<file path="config.mk">
export PLATFORM = sky130hd
export DESIGN_NAME = spi_reg_ctrl
export DESIGN_NICKNAME = d
export VERILOG_FILES = /design/src/rtl/spi_reg_ctrl.sv
export SDC_FILE = /design/constraint.sdc
export NUM_CORES = 1
export LEC_CHECK = 0
export CORE_ASPECT_RATIO = 1.4
export CORE_MARGIN = 2
export CORE_UTILIZATION = 30
export DETAILED_ROUTE_END_ITERATION = 6
export SLEW_MARGIN = 10
export SYNTH_ARGS = -nofsm -noshare
export SYNTH_HDL_FRONTEND = slang
export SYNTH_SLANG_ARGS = --single-unit
</file>
<file path="constraint.sdc">
create_clock -name i_clk -period 8.1 [get_ports i_clk]
set_clock_uncertainty 0.2 [all_clocks]
set_input_delay 1.62 -clock i_clk [delete_from_list [all_inputs] [get_ports i_clk]]
set_output_delay 1.62 -clock i_clk [all_outputs]
set_load 0.01 [all_outputs]
</file>
<file path="src/rtl/spi_reg_ctrl.sv">
// Command sequencer between a byte-level SPI slave and a small register bank.
// Parses chip-select framed command/data bytes, executes reads/writes and schedules tx loads.
module spi_reg_ctrl #(
  parameter int         ADDR_W         = 4,
  parameter logic [7:0] SYNC_MARK      = 8'hA5,
  parameter int         TIMEOUT_CYCLES = 1024
) (
  input  logic       i_clk,
  input  logic       i_sys_rst,
  input  logic       i_cs,
  input  logic [7:0] i_rx_byte,
  input  logic       i_rx_rdy,
  output logic [7:0] o_tx_byte,
  output logic       o_tx_rdy,
  input  logic [7:0] i_status,
  output logic [7:0] o_reg0,
  output logic [7:0] o_reg1,
  output logic       o_busy,
  output logic       o_cmd_err
);
  localparam int NUM_REGS = 2**ADDR_W;
  localparam int NUM_RW   = NUM_REGS - 2;
  localparam logic [ADDR_W-1:0] ERR_ADDR  = ADDR_W'(NUM_REGS - 2);
  localparam logic [ADDR_W-1:0] STAT_ADDR = ADDR_W'(NUM_REGS - 1);
  localparam int TO_W = $clog2(TIMEOUT_CYCLES + 1);
  localparam logic [TO_W-1:0] TO_LAST = TO_W'(TIMEOUT_CYCLES - 1);

  localparam logic [2:0] ST_IDLE = 3'd0;
  localparam logic [2:0] ST_CMD  = 3'd1;
  localparam logic [2:0] ST_WR   = 3'd2;
  localparam logic [2:0] ST_RD   = 3'd3;
  localparam logic [2:0] ST_DISC = 3'd4;

  logic              cs_meta_r, cs_sync_r, cs_prev_r;
  logic [2:0]        state_r, state_sel_s, state_nxt_s;
  logic [ADDR_W-1:0] addr_r, addr_nxt_s;
  logic              ai_r, ai_nxt_s;
  logic [7:0]        bank_r [0:NUM_RW-1];
  logic [7:0]        err_cnt_r;
  logic [TO_W-1:0]   to_cnt_r;
  logic [7:0]        tx_byte_r, rd_data_s;
  logic              tx_rdy_r, pend_r, busy_r, cmd_err_r;
  logic              frame_start_s, frame_end_s, active_s, timeout_s;
  logic              wr_en_s, err_evt_s, load_req_s, sync_load_s;

  // Sync flops reset low so a frame already in progress at reset release never shows a start edge.
  always_ff @(posedge i_clk or negedge i_sys_rst) begin
    if (!i_sys_rst) begin
      cs_meta_r <= 1'b0;
      cs_sync_r <= 1'b0;
      cs_prev_r <= 1'b0;
    end else begin
      cs_meta_r <= i_cs;
      cs_sync_r <= cs_meta_r;
      cs_prev_r <= cs_sync_r;
    end
  end

  always_comb begin
    frame_start_s = cs_prev_r & ~cs_sync_r;
    frame_end_s   = ~cs_prev_r & cs_sync_r;
    active_s      = (state_r == ST_CMD) || (state_r == ST_WR) || (state_r == ST_RD);
    timeout_s     = active_s && !i_rx_rdy && (to_cnt_r == TO_LAST);
  end

  // Frame sequencing; a byte arriving with the frame end is still processed before IDLE.
  always_comb begin
    state_sel_s = state_r;
    addr_nxt_s  = addr_r;
    ai_nxt_s    = ai_r;
    wr_en_s     = 1'b0;
    err_evt_s   = 1'b0;
    load_req_s  = 1'b0;
    sync_load_s = 1'b0;
    case (state_r)
      ST_IDLE: begin
        if (frame_start_s) begin
          state_sel_s = ST_CMD;
          sync_load_s = 1'b1;
        end else begin
          state_sel_s = ST_IDLE;
        end
      end
      ST_CMD: begin
        if (i_rx_rdy) begin
          addr_nxt_s = i_rx_byte[ADDR_W-1:0];
          ai_nxt_s   = i_rx_byte[6];
          if (i_rx_byte[5:4] != 2'b00) begin
            err_evt_s   = 1'b1;
            state_sel_s = ST_DISC;
          end else if (i_rx_byte[7]) begin
            load_req_s  = 1'b1;
            state_sel_s = ST_RD;
          end else begin
            state_sel_s = ST_WR;
          end
        end else if (timeout_s) begin
          err_evt_s   = 1'b1;
          state_sel_s = ST_DISC;
        end else begin
          state_sel_s = ST_CMD;
        end
      end
      ST_WR: begin
        if (i_rx_rdy) begin
          wr_en_s    = 1'b1;
          addr_nxt_s = ai_r ? addr_r + ADDR_W'(1) : addr_r;
        end else if (timeout_s) begin
          err_evt_s   = 1'b1;
          state_sel_s = ST_DISC;
        end else begin
          state_sel_s = ST_WR;
        end
      end
      ST_RD: begin
        if (i_rx_rdy) begin
          load_req_s = 1'b1;
          addr_nxt_s = ai_r ? addr_r + ADDR_W'(1) : addr_r;
        end else if (timeout_s) begin
          err_evt_s   = 1'b1;
          state_sel_s = ST_DISC;
        end else begin
          state_sel_s = ST_RD;
        end
      end
      ST_DISC: state_sel_s = ST_DISC;
      default: state_sel_s = ST_IDLE;
    endcase
    state_nxt_s = frame_end_s ? ST_IDLE : state_sel_s;
  end

  always_comb begin
    if (addr_nxt_s == STAT_ADDR) begin
      rd_data_s = i_status;
    end else if (addr_nxt_s == ERR_ADDR) begin
      rd_data_s = err_cnt_r;
    end else begin
      rd_data_s = bank_r[addr_nxt_s];
    end
  end

  always_ff @(posedge i_clk or negedge i_sys_rst) begin
    if (!i_sys_rst) begin
      state_r   <= ST_IDLE;
      addr_r    <= '0;
      ai_r      <= 1'b0;
      busy_r    <= 1'b0;
      cmd_err_r <= 1'b0;
      to_cnt_r  <= '0;
    end else begin
      state_r   <= state_nxt_s;
      addr_r    <= addr_nxt_s;
      ai_r      <= ai_nxt_s;
      busy_r    <= (state_nxt_s != ST_IDLE);
      cmd_err_r <= err_evt_s;
      if (!active_s || i_rx_rdy) begin
        to_cnt_r <= '0;
      end else if (to_cnt_r != TO_LAST) begin
        to_cnt_r <= to_cnt_r + TO_W'(1);
      end
    end
  end

  // Error counter saturates; any write to its address clears it.
  always_ff @(posedge i_clk or negedge i_sys_rst) begin
    if (!i_sys_rst) begin
      err_cnt_r <= 8'h00;
    end else if (err_evt_s && (err_cnt_r != 8'hFF)) begin
      err_cnt_r <= err_cnt_r + 8'd1;
    end else if (wr_en_s && (addr_r == ERR_ADDR)) begin
      err_cnt_r <= 8'h00;
    end
  end

  always_ff @(posedge i_clk or negedge i_sys_rst) begin
    if (!i_sys_rst) begin
      for (int i = 0; i < NUM_RW; i++) bank_r[i] <= 8'h00;
    end else if (wr_en_s && (addr_r < ERR_ADDR)) begin
      bank_r[addr_r] <= i_rx_byte;
    end
  end

  // A load requested while the strobe is still high is deferred one cycle.
  always_ff @(posedge i_clk or negedge i_sys_rst) begin
    if (!i_sys_rst) begin
      tx_byte_r <= 8'h00;
      tx_rdy_r  <= 1'b0;
      pend_r    <= 1'b0;
    end else if (sync_load_s) begin
      tx_byte_r <= SYNC_MARK;
      tx_rdy_r  <= 1'b1;
      pend_r    <= 1'b0;
    end else if ((load_req_s || pend_r) && !tx_rdy_r) begin
      tx_byte_r <= rd_data_s;
      tx_rdy_r  <= 1'b1;
      pend_r    <= 1'b0;
    end else begin
      tx_rdy_r  <= 1'b0;
      pend_r    <= load_req_s | pend_r;
    end
  end

  assign o_tx_byte = tx_byte_r;
  assign o_tx_rdy  = tx_rdy_r;
  assign o_reg0    = bank_r[0];
  assign o_reg1    = bank_r[1];
  assign o_busy    = busy_r;
  assign o_cmd_err = cmd_err_r;

endmodule

</file>
==> results of run 1 <==
## metal layers
layer | vias to the layer above | global-route usage
met1 | 2494 | 0.187
met3 | 26 | 0.0330
met2 | 104 | 0.239
met4 | 0 | 0.0599
li1 | 2230 | -
met5 | - | 0
## state kept, by name, summed over array words and instances (netlist names)
name,flops
o_reg1,8
o_tx_byte,8
pend_r,1
o_cmd_err,1
addr_r,4
ai_r,1
o_busy,1
bank_r,96
to_cnt_r,11
o_tx_rdy,1
cs_prev_r,1
cs_sync_r,1
cs_meta_r,1
err_cnt_r,8
state_r,3
o_reg0,8
## how the worst max path moves through the flow
stage / start / to / slack (ns)
2_1_floorplan: i_rx_rdy / o_tx_byte[1] / 4.45
3_3_place_gp: i_rx_byte[1] / o_tx_byte[1] / 2.63
4_1_cts: i_rx_rdy / o_tx_byte[3] / 2.94
5_1_grt: i_rx_rdy / o_tx_byte[3] / 2.61
6_report: i_rx_rdy / o_tx_byte[3] / 2.86
3_5_place_dp: i_rx_rdy / o_tx_byte[3] / 2.55
## layout make-up
type / instances / area, µm² / share of cell area
Clock buffer: 17 / 425 / 0.0491
Inverter: 10 / 40.0 / 0.00463
Timing Repair Buffer: 49 / 484 / 0.0559
Sequential cell: 154 / 3850 / 0.445
Multi-Input combinational cell: 397 / 3290 / 0.380
Clock inverter: 15 / 173 / 0.0199
Tap cell: 315 / 394 / 0.0455
## layout by cell type, fill, tap and decap left out, types with 8 or more instances in the layout
cell type / Yosys / final
dfrtp_1: 154 / 154
mux2_2: 112 / 112
nand2_1: 59 / 59
clkdlybuf4s50_1: 0 / 45
nor2_1: 33 / 33
mux2i_1: 26 / 26
o21ai_0: 18 / 18
clkbuf_16: 0 / 17
mux4_2: 16 / 16
a31oi_1: 11 / 11
nand3_1: 10 / 10
o211ai_1: 10 / 10
a21oi_1: 8 / 8
and3_1: 8 / 8
## stage by stage
stage          instances  worst slack [ns]  area, µm²   util  power, W
3_3_place_gp         925              2.63       8060  0.328   0.00170
3_5_place_dp         925              2.55       8060  0.328   0.00171
4_1_cts              957              2.94       8660  0.352   0.00251
5_1_grt              957              2.61       8660  0.352   0.00262
2_1_floorplan        609              4.45       7460      -   0.00150
6_report             957              2.86       8660  0.352   0.00248
## power by group through the flow
stage	logic (W)	registers, W	clock network, W
4_1_cts	0.000699	0.000996	0.000813
5_1_grt	0.000758	0.00101	0.000848
3_3_place_gp	0.000688	0.00101	0
2_1_floorplan	0.000529	0.000969	0
3_5_place_dp	0.000696	0.00101	0
6_report	0.000692	0.000997	0.000795
## kinds of logic after synthesis
| logic type | synth area share |
|---|---|
| xor gates and xnor gates | 0.00939 |
| AOI/OAI and AO/OA | 0.0686 |
| DFF | 0.517 |
| adders and majority gates | 0.0101 |
| muxes | 0.254 |
| and+or+nand+nor | 0.0986 |
| buffers and inverters | 0.0428 |
==> results.py, run 1 <==
metrics = {
    "floorplan": {
        "row_count": 68,
        "die_h_um": 191,
        "start_util": 0.303,
        "core_area_um2": 24600,
        "die_w_um": 137,
        "io_pins": 47,
        "dieArea_um2": 26200,
    },
    "yosys": {
        "syn_inst": 609,
        "synth_nets": 635,
        "synthFlopType": "dfrtp_1",
        "avgSynthCellArea_um2": 12.2,
        "async_flop_share": 1.00,
        "ys_seq_area_frac": 0.517,
        "synth_most_common_cell": "dfrtp_1",
        "syn-cell-area_um2": 7460,
        "yosysTopAreaCellShare": 0.517,
        "ys_ff_latch": 154,
        "synth_edf_count": 0,
        "synth_top_area_cell": "dfrtp_1",
        "synthTopCellsByArea": "dfrtp_1 (52%), mux2_2 (17%), mux4_2 (4.8%)",
        "yosysWarnings": 0,
        "ys_types": 53,
        "ys_top_cells_by_count": "dfrtp_1 (154), mux2_2 (112), nand2_1 (59), nor2_1 (33), mux2i_1 (26)",
    },
    "layout": {
        "nets": 655,
        "nFillCells": 2395,
        "layout-drive-gt1-share": 0.266,
        "syn2layout_area_growth_pct": 16.1,
        "antenna_cells": 0,
    },
    "critical_path": {
        "crit_family": "compound AO/OA/AOI/OAI gates",
        "crit_path_max_incr_delay_ns": 0.81,
        "crit_type": "input pin to register",
        "crit_chain": "clkdlybuf4s50_1, nand4b_1, o22ai_1, a21o_1, inv_4, mux4_2, and3_1, a221oi_1, o21ai_1",
        "cp.required_ns": 8.19,
        "cp.arrival_ns": 5.33,
        "timing.rr.start": "state_r[1]",
        "crit_slowest_cell": "a21o_1",
        "critPathBufInv": 2,
        "r2r_cells": 8,
        "reg2reg_slack_ns": 4.14,
        "worst-path-stages": 9,
        "critPathCaptureType": "register",
        "critPathMaxFanout": 37,
        "start_kind": "input pin",
        "rr_endpoint": "o_tx_byte[3]",
    },
    "power": {
        "pwr-share-comb": 0.278,
        "vdd_drop_max_mv": 0.236,
        "clkPwrFrac": 0.320,
        "p_switching_w": 0.000858,
        "sw_frac_of_total": 0.345,
        "leakagePower_nw": 4.00,
        "power.internal_w": 0.00163,
        "p_per_area_nw_per_um2": 287,
        "p_seq_frac": 0.402,
    },
    "drt": {
        "wl_mm": 18.0,
        "drtAntennaViolNets": 0,
        "first_pass_iters": 4,
        "via_count": 4854,
        "dr_wl_met2_mm": 8.95,
        "drt_iter0_markers": 276,
        "vias_per_cell": 5.07,
        "drc": 0,
        "met3_length_um": 705,
        "routedWlPerCell_um": 18.8,
        "highest-signal-layer": "met4",
        "drt-met1-wl_mm": 7.87,
    },
    "sta": {
        "rsz0062_at_grt": "false",
        "tns_ns": 0,
        "clock.fmax_mhz": 191,
        "hold_viol": 0,
        "finalCritPeriodShare": 0.647,
        "finalMaxSlewViolations": 0,
        "post-route-min-period_ns": 5.24,
        "timing.hold.ws_ns": 0.166,
        "tightestPinTransition_ns": 1.04,
        "relSlewSlack": 0.308,
        "finalSetupViolCount": 0,
    },
    "clock_tree": {
        "tritoncts": "yes",
        "cts.sinks": 154,
        "cts_buffers": 17,
        "root_buffer": "clkbuf_16",
        "htreeDepth": 4,
        "clk_latency_ns": 0.43,
        "clockBufferDepth": 2,
        "post_cts_buffers": 0,
        "clk_pin_slew_ns": 0.07,
        "cts_resized": 0,
        "postCtsHoldBufs": 0,
    },
    "job": {
        "maxCapViolCount": 0,
    },
    "hold_path": {
        "worstHoldEndpoint": "cs_sync_r",
        "holdPathStages": 0,
        "hold_path_class": "register to register",
        "hp-start": "cs_meta_r",
    },
    "grt": {
        "grtUsageTotal": 0.146,
        "grt_start_max_net_pins": 86,
        "grt_pass1_wl_mm": 28.6,
        "grt_pass1_vias": 4924,
        "antenna_found_initial": 0,
        "grt_remaining_overflow": 0,
    },
    "placement": {
        "place_congestion": 0.824,
        "io_buffers": 46,
        "dp_hpwl_mm": 12.0,
    },
    "outcome": {
        "status": "finished clean",
    },
}
(Power assumes the default switching activity.)
==> inputs of run 2 (changes only) <==
- clock period: 8.1 -> 5.32 ns (I/O delays scaled with it)
==> run 2 against run 1 <==
  * Register-to-register slack worse by 2.0 ns
  * Highest routed layer unchanged
  * Sequential cell count unchanged
  * Combinational power grew 50%
  * Critical endpoint unchanged
==> results.py, run 2 (synthesis gave the netlist of run 1 again) <==
metrics = {
    "power": {
        "p_per_area_nw_per_um2": 437,
        "vdd_drop_max_mv": 0.240,
        "leakagePower_nw": 4.02,
        "finalPower_w": 0.00379,
    },
    "hold_path": {
        "hold_path_class": "register to register",
    },
    "sta": {
        "rsz0062_at_grt": "false",
        "tns_ns": 0,
        "finalMaxSlewViolations": 0,
        "hold_viol": 0,
        "finalSetupViolCount": 0,
        "finalCritPeriodShare": 0.743,
        "relSlewSlack": 0.412,
        "clock.fmax_mhz": 253,
        "timing.final.ws_setup_ns": 1.37,
        "post-route-min-period_ns": 3.95,
        "tightestPinTransition_ns": 0.882,
    },
    "clock_tree": {
        "clockBufferDepth": 2,
        "tritoncts": "yes",
        "cts_buffers": 17,
        "post_cts_buffers": 0,
        "root_buffer": "clkbuf_16",
        "clk_pin_slew_ns": 0.07,
        "htreeDepth": 4,
        "postCtsHoldBufs": 0,
        "cts_resized": 0,
        "clk_latency_ns": 0.43,
        "cts.sinks": 154,
    },
    "layout": {
        "largestRegisters": "bank_r x96, to_cnt_r x11",
        "nFillCells": 2381,
        "final_cell_mix": "dfrtp_1 (154), mux2_2 (112), nand2_1 (59)",
        "syn2layout_area_growth_pct": 16.2,
        "nets": 658,
        "final_common_cell": "dfrtp_1",
        "layout-drive-gt1-share": 0.268,
        "antenna_cells": 0,
        "regMostFlops": "bank_r",
        "largest_reg_flops": 96,
    },
    "floorplan": {
        "dieArea_um2": 26200,
        "io_pins": 47,
        "die_w_um": 137,
        "die_h_um": 191,
        "core_area_um2": 24600,
        "row_count": 68,
        "start_util": 0.303,
    },
    "grt": {
        "grt_remaining_overflow": 0,
        "grt_pass1_wl_mm": 29.5,
        "grt_start_max_net_pins": 90,
        "antenna_found_initial": 0,
        "grtUsageTotal": 0.150,
        "grt_pass1_vias": 5184,
    },
    "job": {
        "maxCapViolCount": 0,
    },
    "critical_path": {
        "crit_type": "input pin to register",
        "critPathMaxFanout": 19,
        "start_kind": "input pin",
        "cp.arrival_ns": 4.06,
        "cp.required_ns": 5.42,
        "critPathCaptureType": "register",
    },
    "drt": {
        "wl_mm": 18.2,
        "drc": 0,
        "first_pass_iters": 5,
        "vias_per_cell": 5.09,
        "routedWlPerCell_um": 19.0,
        "drt_iter0_markers": 273,
        "via_count": 4890,
        "drtAntennaViolNets": 0,
    },
    "placement": {
        "io_buffers": 46,
        "dp_hpwl_mm": 12.6,
        "place_congestion": 0.821,
        "dpl_worst_slack_ns": 0.916,
    },
    "outcome": {
        "status": "finished clean",
    },
}
run 2: per-layer routing:
layer | routed length [µm] | vias up | part of all wire | track usage
li1 | - | 2245 | - | -
met1 | 8100 | 2529 | 0.44 | 0.194
met2 | 9080 | 92 | 0.50 | 0.247
met3 | 585 | 24 | 0.032 | 0.0274
met4 | 451 | 0 | 0.025 | 0.0599
met5 | 0 | - | 0 | 0
run 2: stage by stage:
step	area [µm²]	instances	hold WS, ns	utilization
after floorplan	7460	609	0.131	-
after global placement	8080	928	0.136	0.329
after detailed placement	8080	928	0.141	0.329
after CTS	8670	960	0.154	0.352
after global routing	8670	960	0.165	0.352
final	8670	960	0.150	0.352
run 2: cell type report:
type	count	area [µm²]	area share
multi-input combinational	397	3290	0.379
sequential	154	3850	0.445
clock buffer	18	429	0.0495
tap	315	394	0.0455
inverter	10	40.0	0.00462
clock inverter	14	158	0.0182
timing repair buffer	52	507	0.0585
run 2: path summary, 6_finish.rpt:
kind	start	to	slack, ns	depth (start not counted)
worst max-delay path	i_rx_rdy	o_tx_byte[3]	1.37	9
worst min-delay path	cs_meta_r	cs_sync_r	0.15	0
worst max register to register	state_r[1]	o_tx_byte[3]	2.10	8
worst min register to register	cs_meta_r	cs_sync_r	0.15	0
max in group asynchronous	i_sys_rst	bank_r[28]	3.45	2
min in group asynchronous	i_sys_rst	o_tx_byte[1]	0.50	1
run 2: where the power goes:
part | internal (W) | switching (W)
registers | 0.00136 | 0.000162
logic | 0.000486 | 0.000557
clock network | 0.000703 | 0.000523
run 2: critical path, stage by stage:
cell             delay (ns)
clkdlybuf4s50_1        0.79
nand4b_1               0.25
o32ai_1                0.42
a22oi_4                0.23
inv_2                  0.43
mux4_2                 0.37
and3_1                 0.19
a221oi_1               0.20
o21ai_1                0.09
==> inputs of run 3 (changes only) <==
- clock period: 5.32 -> 3.5 ns (I/O delays scaled with it)
==> run 3 against run 2 <==
  * Power up 54%
  * Sequential share of layout area down 1.3 points
  * Non-clock buffer count up 32
  * Critical path depth up 1
  * Die area unchanged
  * Cell count up 3.3%
  * Worst setup slack worse by 0.86 ns
  * Sequential power up 53%
  * Register-to-register slack worse by 1.5 ns
  * Via count up 1.3%
  * Cell area up 3.1%
  * Largest power group unchanged
==> results.py, run 3 (synthesis gave the netlist of run 1 again) <==
metrics = {
    "outcome": {
        "status": "finished clean",
    },
    "drt": {
        "vias_per_cell": 4.99,
        "first_pass_iters": 7,
        "drtAntennaViolNets": 0,
        "drt_iter0_markers": 235,
        "wl_mm": 18.1,
        "via_count": 4955,
        "routedWlPerCell_um": 18.3,
        "drc": 0,
    },
    "sta": {
        "clock.fmax_mhz": 334,
        "tns_ns": 0,
        "relSlewSlack": 0.559,
        "finalCritPeriodShare": 0.856,
        "post-route-min-period_ns": 3.00,
        "timing.final.ws_setup_ns": 0.503,
        "hold_viol": 0,
        "finalSetupViolCount": 0,
        "finalMaxSlewViolations": 0,
        "rsz0062_at_grt": "false",
        "tightestPinTransition_ns": 0.659,
    },
    "clock_tree": {
        "cts_resized": 0,
        "cts.sinks": 154,
        "htreeDepth": 4,
        "clk_pin_slew_ns": 0.06,
        "post_cts_buffers": 0,
        "clk_latency_ns": 0.43,
        "clockBufferDepth": 2,
        "root_buffer": "clkbuf_16",
        "postCtsHoldBufs": 0,
        "tritoncts": "yes",
        "cts_buffers": 17,
    },
    "layout": {
        "syn2layout_area_growth_pct": 19.8,
        "regMostFlops": "bank_r",
        "largestRegisters": "bank_r x96, to_cnt_r x11",
        "nets": 690,
        "antenna_cells": 0,
        "layout-drive-gt1-share": 0.303,
        "largest_reg_flops": 96,
        "final_common_cell": "dfrtp_1",
        "final_cell_mix": "dfrtp_1 (154), mux2_2 (112), nand2_1 (59)",
    },
    "floorplan": {
        "die_h_um": 191,
        "row_count": 68,
        "io_pins": 47,
        "die_w_um": 137,
        "dieArea_um2": 26200,
        "start_util": 0.303,
        "core_area_um2": 24600,
    },
    "critical_path": {
        "crit_family": "buffers and inverters",
        "cp.required_ns": 3.60,
        "r2r_cells": 9,
        "critPathCaptureType": "register",
        "critPathMaxFanout": 15,
        "start_kind": "input pin",
        "crit_chain": "clkdlybuf4s50_1, nand4b_1, o32ai_1, a22oi_4, inv_2, buf_4, mux4_2, nand2_1, a21o_1, a31oi_1",
        "reg2reg_slack_ns": 0.63,
        "rr_endpoint": "o_tx_byte[0]",
        "crit_type": "input pin to register",
        "cp.arrival_ns": 3.10,
        "crit_path_max_incr_delay_ns": 0.59,
        "startpoint": "i_rx_rdy",
        "crit_slowest_cell": "clkdlybuf4s50_1",
        "timing.rr.start": "state_r[1]",
        "critPathBufInv": 3,
    },
    "grt": {
        "grtUsageTotal": 0.148,
        "grt_remaining_overflow": 0,
        "grt_pass1_wl_mm": 29.0,
        "antenna_found_initial": 0,
        "grt_pass1_vias": 5117,
        "grt_start_max_net_pins": 64,
    },
    "power": {
        "vdd_drop_max_mv": 0.343,
        "leakagePower_nw": 4.17,
        "p_per_area_nw_per_um2": 655,
    },
    "job": {
        "maxCapViolCount": 0,
    },
    "placement": {
        "dpl_worst_slack_ns": 0.0880,
        "place_congestion": 0.804,
        "io_buffers": 46,
        "dp_hpwl_mm": 12.8,
    },
    "hold_path": {
        "hold_path_class": "input pin to async pin",
    },
}
## run 3: worst register-to-register path, delay by kind of cell (launching register included)
kind / cells / cell delay (ns)
AO/OA/AOI/OAI: 4 / 0.74
flip-flops: 1 / 0.68
buffers and inverters: 2 / 0.40
AND/OR/NAND/NOR: 2 / 0.37
multiplexers: 1 / 0.36
## run 3: how the worst max path moves through the flow
| stage | cells after the start | to | slack [ns] |
|---|---|---|---|
| global route | 11 | o_tx_byte[6] | 0.30 |
| CTS | 10 | o_tx_byte[0] | 0.54 |
| detailed placement | 10 | o_tx_byte[0] | 0.09 |
| floorplan | 9 | o_tx_byte[1] | 0.77 |
| global placement | 10 | o_tx_byte[0] | 0.10 |
| finish | 10 | o_tx_byte[0] | 0.50 |
## run 3: per-stage QoR
step	utilization	hold WS [ns]	instances	total power [W]	area (µm²)
finish	0.363	0.0488	992	0.00586	8940
CTS	0.363	0.0841	992	0.00592	8940
global route	0.363	0.0926	992	0.00617	8940
detailed placement	0.339	0.136	960	0.00403	8350
global placement	0.339	0.155	960	0.00402	8350
floorplan	-	0.131	609	0.00347	7460
## run 3: area by class of cell
| type | instances | area, µm² |
|---|---|---|
| Clock buffer | 18 | 429 |
| Sequential cell | 154 | 3850 |
| Timing Repair Buffer | 84 | 772 |
| Clock inverter | 14 | 161 |
| Fill cell | 2378 | 15700 |
| Inverter | 10 | 40.0 |
| Tap cell | 315 | 394 |
| Multi-Input combinational cell | 397 | 3290 |
## run 3: power by group
group | switching, W | internal (W) | total, W
clock | 0.000794 | 0.00107 | 0.00187
sequential | 0.000252 | 0.00206 | 0.00232
combinational | 0.000853 | 0.000820 | 0.00167
## run 3: routing by layer
layer  global-route usage  part of all wire
met1                0.184              0.43
met4               0.0638             0.033
met5                    0                 0
met3               0.0308             0.037
met2                0.247              0.50
